[src/rtl/serv_axi_timer_slave.sv]
// Single-beat AXI4 responder holding a 64-bit mtime/mtimecmp machine timer and a control
// register; drives the core's timer interrupt. Bursts, IDs and USER fields are ignored.
module serv_axi_timer_slave #(
  parameter int unsigned AW       = 13,
  parameter int unsigned PRESCALE = 1
) (
  input  logic          clk,
  input  logic          rst,
  input  logic [AW-1:0] i_awaddr,
  input  logic          i_awvalid,
  output logic          o_awready,
  input  logic [31:0]   i_wdata,
  input  logic [3:0]    i_wstrb,
  input  logic          i_wvalid,
  output logic          o_wready,
  output logic [1:0]    o_bresp,
  output logic          o_bvalid,
  input  logic          i_bready,
  input  logic [AW-1:0] i_araddr,
  input  logic          i_arvalid,
  output logic          o_arready,
  output logic [31:0]   o_rdata,
  output logic [1:0]    o_rresp,
  output logic          o_rlast,
  output logic          o_rvalid,
  input  logic          i_rready,
  output logic          o_timer_irq
);

  localparam int unsigned PW = (PRESCALE > 1) ? $clog2(PRESCALE) : 1;
  localparam logic [1:0] RespOkay   = 2'b00;
  localparam logic [1:0] RespSlvErr = 2'b10;

  typedef enum logic {WIdle, WResp} wstate_e;
  typedef enum logic {RIdle, RData} rstate_e;

  wstate_e        wstate_q, wstate_d;
  rstate_e        rstate_q, rstate_d;
  logic           active_q;
  logic           aw_lat_q, w_lat_q;
  logic [AW-1:2]  awaddr_q;
  logic [31:0]    wdata_q;
  logic [3:0]     wstrb_q;
  logic [1:0]     bresp_q, rresp_q;
  logic [31:0]    rdata_q, rd_val;
  logic [63:0]    mtime_q, mtime_d, mtimecmp_q, mtimecmp_d;
  logic [1:0]     ctrl_q, ctrl_d;
  logic [PW-1:0]  presc_q, presc_d;
  logic           irq_q;
  logic           aw_hs, w_hs, ar_hs, commit, wr_hit, tick;
  logic           unused_addr_lsbs;

  function automatic logic map_hit(input logic [AW-1:2] a);
    return (a[AW-1:5] == '0) && (a[4:2] <= 3'd4);
  endfunction

  function automatic logic [31:0] merge(input logic [31:0] old, input logic [31:0] data,
                                        input logic [3:0] strb);
    logic [31:0] r;
    r = old;
    for (int i = 0; i < 4; i++) begin
      if (strb[i]) r[8*i +: 8] = data[8*i +: 8];
    end
    return r;
  endfunction

  assign unused_addr_lsbs = ^{i_araddr[1:0], i_awaddr[1:0]};

  assign aw_hs  = o_awready & i_awvalid;
  assign w_hs   = o_wready & i_wvalid;
  assign ar_hs  = o_arready & i_arvalid;
  assign commit = (wstate_q == WIdle) & aw_lat_q & w_lat_q;
  assign wr_hit = commit & map_hit(awaddr_q);

  // State registers; active_q keeps the readies low until the cycle after reset releases.
  always_ff @(posedge clk) begin
    if (!rst) begin
      wstate_q <= WIdle;
      rstate_q <= RIdle;
      active_q <= 1'b0;
    end else begin
      wstate_q <= wstate_d;
      rstate_q <= rstate_d;
      active_q <= 1'b1;
    end
  end

  always_comb begin
    wstate_d = wstate_q;
    case (wstate_q)
      WIdle:   if (commit) wstate_d = WResp;
      WResp:   if (i_bready) wstate_d = WIdle;
      default: wstate_d = WIdle;
    endcase
  end

  always_comb begin
    rstate_d = rstate_q;
    case (rstate_q)
      RIdle:   if (ar_hs) rstate_d = RData;
      RData:   if (i_rready) rstate_d = RIdle;
      default: rstate_d = RIdle;
    endcase
  end

  always_comb begin
    o_awready = active_q && (wstate_q == WIdle) && !aw_lat_q;
    o_wready  = active_q && (wstate_q == WIdle) && !w_lat_q;
    o_bvalid  = (wstate_q == WResp);
    o_arready = active_q && (rstate_q == RIdle);
    o_rvalid  = (rstate_q == RData);
    o_rlast   = o_rvalid;
  end

  assign o_bresp     = bresp_q;
  assign o_rresp     = rresp_q;
  assign o_rdata     = rdata_q;
  assign o_timer_irq = irq_q;

  always_comb begin
    rd_val = '0;
    if (map_hit(i_araddr[AW-1:2])) begin
      case (i_araddr[4:2])
        3'd0:    rd_val = mtime_q[31:0];
        3'd1:    rd_val = mtime_q[63:32];
        3'd2:    rd_val = mtimecmp_q[31:0];
        3'd3:    rd_val = mtimecmp_q[63:32];
        3'd4:    rd_val = {30'd0, ctrl_q};
        default: rd_val = '0;
      endcase
    end
  end

  // Timer next state: increment first, then let committed bytes override it.
  always_comb begin
    tick       = ctrl_q[0] && (presc_q == PW'(PRESCALE - 1));
    presc_d    = presc_q;
    if (ctrl_q[0]) presc_d = tick ? '0 : presc_q + 1'b1;
    mtime_d    = mtime_q + {63'd0, tick};
    mtimecmp_d = mtimecmp_q;
    ctrl_d     = ctrl_q;
    if (wr_hit) begin
      case (awaddr_q[4:2])
        3'd0:    mtime_d[31:0]     = merge(mtime_d[31:0], wdata_q, wstrb_q);
        3'd1:    mtime_d[63:32]    = merge(mtime_d[63:32], wdata_q, wstrb_q);
        3'd2:    mtimecmp_d[31:0]  = merge(mtimecmp_q[31:0], wdata_q, wstrb_q);
        3'd3:    mtimecmp_d[63:32] = merge(mtimecmp_q[63:32], wdata_q, wstrb_q);
        3'd4:    if (wstrb_q[0]) ctrl_d = wdata_q[1:0];
        default: ;
      endcase
    end
  end

  always_ff @(posedge clk) begin
    if (!rst) begin
      aw_lat_q   <= 1'b0;
      w_lat_q    <= 1'b0;
      awaddr_q   <= '0;
      wdata_q    <= '0;
      wstrb_q    <= '0;
      bresp_q    <= RespOkay;
      rresp_q    <= RespOkay;
      rdata_q    <= '0;
      mtime_q    <= '0;
      mtimecmp_q <= '1;
      ctrl_q     <= '0;
      presc_q    <= '0;
      irq_q      <= 1'b0;
    end else begin
      if (aw_hs) begin
        aw_lat_q <= 1'b1;
        awaddr_q <= i_awaddr[AW-1:2];
      end else if (commit) begin
        aw_lat_q <= 1'b0;
      end
      if (w_hs) begin
        w_lat_q <= 1'b1;
        wdata_q <= i_wdata;
        wstrb_q <= i_wstrb;
      end else if (commit) begin
        w_lat_q <= 1'b0;
      end
      if (commit) bresp_q <= wr_hit ? RespOkay : RespSlvErr;
      if (ar_hs) begin
        rdata_q <= rd_val;
        rresp_q <= map_hit(i_araddr[AW-1:2]) ? RespOkay : RespSlvErr;
      end
      mtime_q    <= mtime_d;
      mtimecmp_q <= mtimecmp_d;
      ctrl_q     <= ctrl_d;
      presc_q    <= presc_d;
      irq_q      <= ctrl_q[1] && (mtime_q >= mtimecmp_q);
    end
  end

endmodule

[config.mk]
export PLATFORM = sky130hd
export DESIGN_NAME = serv_axi_timer_slave
export DESIGN_NICKNAME = d
export VERILOG_FILES = /design/src/rtl/serv_axi_timer_slave.sv
export SDC_FILE = /design/constraint.sdc
export NUM_CORES = 1
export LEC_CHECK = 0
export BUFFER_PORTS_ARGS = -buffer_cell sky130_fd_sc_hd__buf_2
export CAP_MARGIN = 10
export CORE_MARGIN = 2
export CORE_UTILIZATION = 45
export DETAILED_ROUTE_END_ITERATION = 6
export PLACE_DENSITY_LB_ADDON = 0.3
export SYNTH_ARGS = -nofsm -noshare
export SYNTH_HDL_FRONTEND = slang
export SYNTH_SLANG_ARGS = --single-unit
[constraint.sdc]
create_clock -name clk -period 2.3 [get_ports clk]
set_input_delay 0.46 -clock clk [delete_from_list [all_inputs] [get_ports clk]]
set_output_delay 0.46 -clock clk [all_outputs]
set_load 0.1 [all_outputs]
==> impl_metrics.tcl <==
set metrics [dict create \
    drive_gt1_share_pct 22.8 \
    yosys.cell_count.top_type "nand2_1" \
    async_reset_ff_share_pct 0 \
    synth_fa_ha_area_share_pct 7.51 \
    dieHeight_um 160 \
    p_per_area_nw_per_um2 612 \
    clock_skew_ns 0.00700 \
    hold-path-cell-count 3 \
    tightest_slew_ns 0.745 \
    synth_top_flop_cell "dfxtp_1" \
    hold_violations 0 \
    diodes 0 \
    fin_ws_ns -0.0831 \
    cpMostUsedCell "or4_4" \
    grt_pass1_wl_mm 52.6 \
    antenna_found_initial 0 \
    dpl_cell_area_um2 12500 \
    cp-start-kind "flop" \
    cts_tree "done" \
    cts_buffer_depth 3 \
    period_share_pct 104 \
    place_inst 1824 \
    hp-class "in -> reg" \
    r2r_start "awaddr_q[7]$_SDFFE_PN0P_" \
    cts_root_buf "clkbuf_16" \
    postSynthAreaPerCell_um2 7.96 \
    synthCells 1381 \
    wl_met1_mm 14.8 \
    fp.dieArea_um2 25700 \
    nets 1666 \
    worst_hold_startpoint "i_wdata[4]" \
    dr_wl_met3_mm 2.17 \
    ant_nets 0 \
    fmax_mhz 420 \
    grt_max_degree 45 \
    endpoint_kind "flop" \
    nFillCells 2192 \
    area_growth_pct 25.8 \
    numCtsBuffers 25 \
    rows 57 \
    crit_chain "or4_4 > or4_4 > nor3b_4 > buf_6 > buf_12 > nand2_8 > nor2_1 > a311oi_2" \
    gp_congestion 0.876 \
    crit_fanout 8 \
    power.leakage_nw 6.26 \
    core_area_um2 24200 \
    status "finished, violations left" \
    synth_top_area_share_pct 39.7 \
    synth-seq-cells 218 \
    holdPathEnd "wdata_q[4]$_SDFFE_PN0P_" \
    power_frac_comb_pct 6.2 \
    viasPerCell 5.66 \
    grt-ovfl-total 0 \
    clock-sinks 218 \
    synthXorXnorAreaFrac_pct 4.78 \
    r2r.worst_path.cells 8 \
    chipWidth_um 160 \
    critPathLaunch "awaddr_q[7]$_SDFFE_PN0P_" \
    ys_types 51 \
    post-route-drc-count 0 \
    holdWs_ns 0.173 \
    final_area_um2 13800 \
    grt_pass1_vias 10000 \
    period_needed_ns 2.38 \
    dpl.hpwl_mm 23.2 \
    clock_insertion_delay_worst_skew_ns 0.52 \
    clk_pin_slew_worst_paths_ns 0.06 \
    ctsHoldBuffers 0 \
    yosys-top-cells-count "nand2_1, dfxtp_1, a21oi_1" \
    intPower_mw 6.43 \
    initial_utilization_pct 45.5 \
    wl_met2_mm 15.2 \
    multiInputGateArea_um2 6450 \
    yosysTopAreaCell "dfxtp_1" \
    final_util_pct 57.2 \
    synth_warnings 0 \
    finalNonFillerCells 1873 \
    io_pins 112 \
    port_buffers 105 \
    power.switching_mw 2.03 \
    grt_use_total_pct 25.0 \
    synthMuxAreaShare_pct 0.546 \
    drt-total-wl_mm 33.0 \
    synth-edff-count 0 \
    critical_path_class "reg -> reg" \
    cp_slowest_cell "or4_4" \
    seqPwrFrac_pct 46.1 \
    yosys.area_share.simple_pct 23.1 \
    power_mw 8.47 \
    clock_power_share_pct 47.7 \
    timing.rr.end "mtime_q[60]$_SDFF_PN0_" \
    slowest_delay_ns 0.59 \
    slew_headroom_pct 50.3 \
    dr.max_layer_used "met4" \
    vdd_drop_max_v 0.000576 \
    synth_area_leaders "dfxtp_1, nand2_1, ha_1, a21oi_1, nand3_1" \
    rsz0062_at_grt "true" \
    register_area_um2 4380 \
    wl_per_cell_um 17.6 \
    reg2reg_slack_ns -0.08 \
    synth_compound_area_share_pct 18.6 \
    vias 10600 \
    ctsHtreeMaxLevel 1 \
    crit_arrival_ns 2.77 \
    worstPathRequired_ns 2.68 \
    drv_slew 0 \
    max-cap-violations 0 \
    switching_share_pct 24.0 \
    drt_iter0_drc 1003 \
    synth_top_family_by_area "simple AND/OR/NAND/NOR gates" \
    setup_viol 45 \
    ys_seq_area_share_pct 39.7 \
    violations "negative setup slack" \
    dr.pass1.iters 6 \
    synth_area_um2 11000 \
]
## worst max-delay path: cells and delay by family, from the launching register on
family,cells,cell delay (ns)
buffers and inverters,2,0.33
DFF,1,0.31
and+or+nand+nor,5,1.54
AOI/OAI and AO/OA,1,0.07
## cell type report
class                           count  share of cell area, %
Timing Repair Buffer              207                   10.8
Clock buffer                       35                   5.30
Tap cell                          324                   2.93
Inverter                           70                   1.91
Clock inverter                     10                  0.796
Sequential cell                   218                   31.7
Multi-Input combinational cell   1009                   46.6
## routing by layer
metal / vias to the layer above / GRT usage (%)
met1: 4996 / 34.1
met4: 0 / 6.67
met2: 358 / 41.3
li1: 5181 / -
met5: - / 0
met3: 60 / 4.11
## registers in the layout, summed over array words and instances (netlist names)
register / cells
wdata_q: 32
o_bvalid: 1
ctrl_q: 2
w_lat_q: 1
aw_lat_q: 1
mtime_q: 64
o_rdata: 32
mtimecmp_q: 64
o_timer_irq: 1
awaddr_q: 11
o_rlast: 1
o_bresp: 1
presc_q: 1
wstrb_q: 4
active_q: 1
o_rresp: 1
## cells in the final DEF, fill, tap and decap left out, types with 11 or more instances in the layout
cell / netlist / final
o21ai_1: 0 / 12
a211oi_1: 23 / 12
and4_1: 16 / 14
and3_1: 21 / 16
buf_6: 2 / 11
dfxtp_2: 0 / 13
and2_1: 12 / 12
a211oi_2: 0 / 11
a22oi_1: 60 / 60
nand4_1: 33 / 33
inv_1: 69 / 69
xor2_1: 50 / 50
a21oi_1: 153 / 152
buf_2: 13 / 105
nand2_1: 228 / 203
clkbuf_16: 0 / 26
nor2_1: 73 / 56
nand3_1: 115 / 112
ha_1: 66 / 64
o21ai_0: 54 / 39
nand2_2: 0 / 17
buf_4: 4 / 78
dfxtp_1: 218 / 205
o211ai_1: 27 / 27
## logic make-up (layout without fill, tap and decap cells)
group	count (synthesis)	in the layout
simple gates	536	537
compound gates	338	338
flops	218	218
buf+inv	156	322
fa+ha+maj	66	66
xor+xnor	60	60
mux	6	6
other cells	1	2
## power by group through the flow
stage	clock network, mW	logic, mW	registers [mW]
after floorplan	0	0.295	3.97
after global placement	0	0.494	3.98
after detailed placement	0	0.500	3.98
after CTS	4.11	0.509	3.89
after global routing	4.28	0.565	3.91
final	4.04	0.523	3.90
## stage by stage
step | setup TNS, ns | setup WS (ns)
final | -1.07 | -0.0831
after global placement | -1.38 | -0.107
after floorplan | 0 | 0.0639
after detailed placement | -4.04 | -0.174
after global routing | -5.95 | -0.146
after CTS | -1.89 | -0.0916
## how the worst max path moves through the flow
| stage | end | cells past startpoint | slack (ns) |
|---|---|---|---|
| 2_1_floorplan | mtime_q[36]$_SDFF_PN0_ | 11 | 0.06 |
| 3_5_place_dp | mtimecmp_q[22]$_SDFFE_PN1P_ | 7 | -0.17 |
| 5_1_grt | mtime_q[57]$_SDFF_PN0_ | 8 | -0.15 |
| 4_1_cts | mtime_q[16]$_SDFF_PN0_ | 8 | -0.09 |
| 3_3_place_gp | mtimecmp_q[19]$_SDFFE_PN1P_ | 7 | -0.11 |
| 6_report | mtime_q[60]$_SDFF_PN0_ | 8 | -0.08 |
## what timing repair did
item	in CTS	in global routing
setup endpoints to repair	78	115
buffers inserted	0	1
pin swaps	3	22
gates cloned	1	2
gates resized for setup	31	111
Power figures use the tool's default switching activity.
